===== src/rtl/bit_serial_adder.sv =====
// Bit-serial adder: one full-adder cell with a registered carry, LSB first.
// Latency: start accepted at edge k -> done pulse in the cycle after edge k+WIDTH.
// No backpressure: start is ignored while busy; results are held until the next completion.
module bit_serial_adder #(
    parameter int WIDTH = 8
) (
    input  logic             clk,
    input  logic             rst,
    input  logic             start,
    input  logic [WIDTH-1:0] a,
    input  logic [WIDTH-1:0] b,
    output logic             busy,
    output logic             done,
    output logic [WIDTH-1:0] sum,
    output logic             cout
);

    localparam int CW = (WIDTH > 1) ? $clog2(WIDTH) : 1;
    localparam logic [CW-1:0] LAST = CW'(WIDTH - 1);

    typedef enum logic {
        IDLE = 1'b0,
        ADD  = 1'b1
    } state_t;

    state_t state, state_nxt;

    logic [WIDTH-1:0] a_sh;
    logic [WIDTH-1:0] b_sh;
    logic [WIDTH-1:0] sum_sh;
    logic             carry;
    logic [CW-1:0]    count;

    logic             bit_s;
    logic             carry_nxt;
    logic             last_bit;

    // Full-adder cell on the current LSBs, plus the end-of-operand detect.
    always_comb begin
        bit_s     = a_sh[0] ^ b_sh[0] ^ carry;
        carry_nxt = (a_sh[0] & b_sh[0]) | (carry & (a_sh[0] ^ b_sh[0]));
        last_bit  = (count == LAST);
    end

    // Next-state logic: IDLE waits for start, ADD runs for exactly WIDTH edges.
    always_comb begin
        state_nxt = state;
        unique case (state)
            IDLE: if (start)    state_nxt = ADD;
            ADD:  if (last_bit) state_nxt = IDLE;
            default:            state_nxt = IDLE;
        endcase
    end

    // State register.
    always_ff @(posedge clk) begin
        if (rst) begin
            state <= IDLE;
        end else begin
            state <= state_nxt;
        end
    end

    // Datapath: operand capture, serial shift, and result publish on the last bit.
    always_ff @(posedge clk) begin
        if (rst) begin
            a_sh   <= '0;
            b_sh   <= '0;
            sum_sh <= '0;
            carry  <= 1'b0;
            count  <= '0;
            sum    <= '0;
            cout   <= 1'b0;
            done   <= 1'b0;
        end else begin
            done <= 1'b0;
            if (state == IDLE) begin
                if (start) begin
                    a_sh   <= a;
                    b_sh   <= b;
                    sum_sh <= '0;
                    carry  <= 1'b0;
                    count  <= '0;
                end
            end else begin
                a_sh   <= a_sh >> 1;
                b_sh   <= b_sh >> 1;
                sum_sh <= {bit_s, sum_sh[WIDTH-1:1]};
                carry  <= carry_nxt;
                // Counter stops at the last index so it never wraps.
                if (!last_bit) begin
                    count <= count + CW'(1);
                end
                if (last_bit) begin
                    sum  <= {bit_s, sum_sh[WIDTH-1:1]};
                    cout <= carry_nxt;
                    done <= 1'b1;
                end
            end
        end
    end

    assign busy = (state == ADD);

endmodule

===== config.mk =====
export PLATFORM = sky130hd
export DESIGN_NAME = bit_serial_adder
export DESIGN_NICKNAME = d
export VERILOG_FILES = /design/src/rtl/bit_serial_adder.sv
export SDC_FILE = /design/constraint.sdc
export NUM_CORES = 1
export LEC_CHECK = 0
export ABC_CLOCK_PERIOD_IN_PS = 1300
export BUFFER_PORTS_ARGS = -buffer_cell sky130_fd_sc_hd__buf_2
export CAP_MARGIN = 10
export CORE_ASPECT_RATIO = 1.25
export CORE_MARGIN = 2
export CORE_UTILIZATION = 49
export DETAILED_ROUTE_END_ITERATION = 16
export PLACE_DENSITY_LB_ADDON = 0.25
export SYNTH_ARGS = -nofsm -noshare
export SYNTH_HDL_FRONTEND = slang
export SYNTH_SLANG_ARGS = --single-unit

===== constraint.sdc =====
create_clock -name clk -period 1.3 [get_ports clk]
set_input_delay 0.13 -clock clk [delete_from_list [all_inputs] [get_ports clk]]
set_output_delay 0.13 -clock clk [all_outputs]
set_load 0.005 [all_outputs]

==> results list <==
* Effective utilization at floorplan: 51.0%
* Number of antenna violations at the first check in global routing: 0
* Standby leakage power: 0.000811 uW
- The via count of the first global-routing pass is 1194.
* Fill count: 279
- After synthesis, the cell types taking the most area are dfxtp_1, mux2i_1, nand2_1.
* Relative area change from synthesis to final layout: 20.5%
- In the finished design, the share of the clock period the worst path needs comes to 97.3%.
* Cell Count Post-Placement: 238
- Peak Freq: 791 MHz
* Worst Setup Start Kind: register
- Syn Area/Cell: 9.06 sq um
- 1st-pass router iterations: 4
- Number of distinct library cells after synthesis: 22
* HPWL after detailed placement: 1980 microns
- The count of final hold-check violations was 0.
- Share of total power in the clock network: 46.2%
- Sw Ratio: 20.6%
- In this run the power density over the cells is 1360 nW/um^2.
* Worst VDD drop: 1.40 mV
- Sequential share of the synthesized area: 46.7%
- Synthesis produced a netlist whose cell count is 180.
- Boundary Pins: 30
- Sequential share of power: 45.8%
- The library cell used most frequently in the layout, excluding fill and tap cells, is dfxtp_1.
- Standard-cell row count: 23
- DIE AREA: 3810 sq um
- Max-cap violations in this run came to 0.
- Switching Power: 551 uW
- For the finished layout, the period the worst path requires is 1.26 ns.
* Combinational cell fraction of total power: 8.0%
* CTS tree: built
- Summing all flip-flop and latch instances after layout gives 763 sq um.
* Number of remaining DRC errors: 0
- Top library cells by usage in the layout, fill and taps aside: dfxtp_1, nand2_1, buf_2, a21oi_1, mux2i_1
- Pin count of the biggest net entering global routing: 49
- Total nets after synthesis: 202
- Number of vias per cell: 5.19
- The total area inside the core boundary comes to 3190 sq um.
- Slew at the pin closest to its max-slew limit: 0.318 ns
- Cells fill 61.5% of the core in the end.
* Final routed wirelength across all metal layers: 2910 microns
- First-pass GRT wire length: 4950 microns
- After detailed routing, the average wire length per cell comes to 11.8 microns.
- The finished cells cover 1960 sq um.
- At the worst endpoint, the arrival time is 1.44 ns.
- Width of the die: 55.6 microns
- Class of the tightest hold or removal check: in -> reg
- Along the worst path, the maximum fanout reaches 6.
- Headroom to the max-slew limit came out at 78.8%.
- In this run, the number of DRC markers left after iteration 0 of detailed routing was 45.
- Clock-pin slew of the registers on the worst-case setup and hold paths: 0.08 ns
- In this run, synthesis produced a sequential element count of 38.
- Setup skew after layout: 0.00659 ns
- Portion of synthesized cell area occupied by the leading cell type: 46.7%
- Number of vias after detailed routing: 1277
- Placed instance area: 1800 sq um
- Post-route ant nets: 0
- The worst setup path is of the reg -> reg kind.
- Antenna diodes: 0
* Layout cells sized above 1: 25.8%
- Number of clock sinks seen by CTS: 38
- Final setup fails: 0
* Number of CTS-inserted buffers: 5
* Buffers inserted by post-CTS timing repair: 0
* Non-filler cells, final: 246
- The clock passes through at most 2 buffers.
- Worst-Skew Late Latency: 0.30 ns
- The internal power of the cells totals 2130 uW.
- Global routing used 17.1% of the available tracks across all layers.
* Area used by multi-input combinational logic: 792 sq um
- During synthesis, Yosys emitted a total of 0 warnings.
- Critical path capture point type: register
- At the end of routability-driven placement, the weighted congestion stood at 0.673.
* Root Buffer: clkbuf_8
- Worst EP required: 1.48 ns
- The count of pins over their slew limit came to 0.
- The H-tree was split into 2 levels.
- Post-synthesis cell type with the largest combined area: dfxtp_1
- Buffers placed on the I/O ports in this run total 29.
- Measured along the y axis, the die boundary spans 68.5 microns.
- Nets@finish: 230
* Mapped Area: 1630 sq um
- Remaining Overflow, GRT: 0
* Result of the run: complete, no violations
power groups by stage:
stage                     sequential, uW  clock [uW]  combinational, uW
after CTS                           1220        1270                216
after global routing                1230        1300                243
after global placement              1250           0                208
final                               1230        1240                214
after detailed placement            1250           0                216
after floorplan                     1240           0                167
area by class of cell:
class / instances / share of cell area [%]
Clock buffer: 6 / 4.20
Clock inverter: 2 / 3.06
Multi-Input combinational cell: 129 / 40.3
Sequential cell: 38 / 38.9
Tap cell: 37 / 2.36
Timing Repair Buffer: 34 / 11.2
sequential cells by signal (all words and copies together), names as in the netlist:
register and cells:
done 1, b_sh 8, busy 1, sum 8
sum_sh 7, a_sh 8, cout 1, carry 1
count 3
final timing paths:
check / slack, ns / cells after the start / end / start
max: 0.04 / 6 / sum[6]$_SDFFE_PP0P_ / count[0]$_SDFFE_PP0P_
max reg2reg: 0.04 / 6 / sum[6]$_SDFFE_PP0P_ / count[0]$_SDFFE_PP0P_
min reg2reg: 0.46 / 2 / sum[2]$_SDFFE_PP0P_ / sum[2]$_SDFFE_PP0P_
min: 0.14 / 3 / b_sh[7]$_SDFFE_PP0P_ / b[7]
logic make-up (layout without fill, tap and decap cells):
logic type / count (synthesis) / in the layout / synth area share (%)
AO/OA/AOI/OAI: 37 / 37 / 11.4
adder cells (fa/ha/maj): 3 / 3 / 2.76
flip-flops: 38 / 38 / 46.7
AND/OR/NAND/NOR: 73 / 73 / 23.2
multiplexers: 16 / 16 / 9.82
buffers and inverters: 13 / 42 / 6.22
per-stage QoR:
| stage | total power (uW) | TNS (ns) | hold WS, ns | worst slack [ns] |
|---|---|---|---|---|
| final | 2680 | 0 | 0.137 | 0.0354 |
| after global routing | 2780 | -0.00599 | 0.160 | -0.00494 |
| after CTS | 2710 | 0 | 0.141 | 0.0158 |
| after detailed placement | 1470 | -0.239 | 0.445 | -0.0443 |
| after global placement | 1460 | 0 | 0.421 | 0.0286 |
| after floorplan | 1410 | 0 | 0.325 | 0.0603 |
what timing repair did:
action / 4_1_cts / 5_1_grt
endpoints found under the setup margin: 12 / 11
cloned: 0 / 0
resized for setup: 3 / 4
hold endpoints to repair: 0 / 0
hold buffers: 0 / 0
worst max-delay path, stage by stage, from the launching register on:
cell     delay, ns
dfxtp_2       0.33
ha_2          0.19
ha_4          0.17
and2_4        0.17
buf_4         0.14
nand2_1       0.08
a21oi_1       0.07
cell usage after synthesis:
cell type,number
nor2_1,9
buf_4,2
buf_12,1
a21oi_1,20
nor3b_1,4
o21ai_0,8
nor2_4,1
and2_1,1
clkbuf_1,2
nor3b_2,4
mux2i_1,16
buf_6,3
nor3_1,3
nor2b_1,15
dfxtp_1,38
nand2_1,35
nand2b_1,1
ha_1,2
o21ai_1,9
clkbuf_2,1
buf_2,4
fa_1,1
per-layer routing:
| metal | vias up | part of all wire [%] | track usage, % |
|---|---|---|---|
| met2 | 31 | 49 | 29.3 |
| met4 | 0 | 3.6 | 14.3 |
| met5 | - | 0 | 0 |
| li1 | 652 | - | - |
| met1 | 584 | 43 | 18.1 |
| met3 | 10 | 4.3 | 3.92 |
Power figures use the tool's default switching activity.
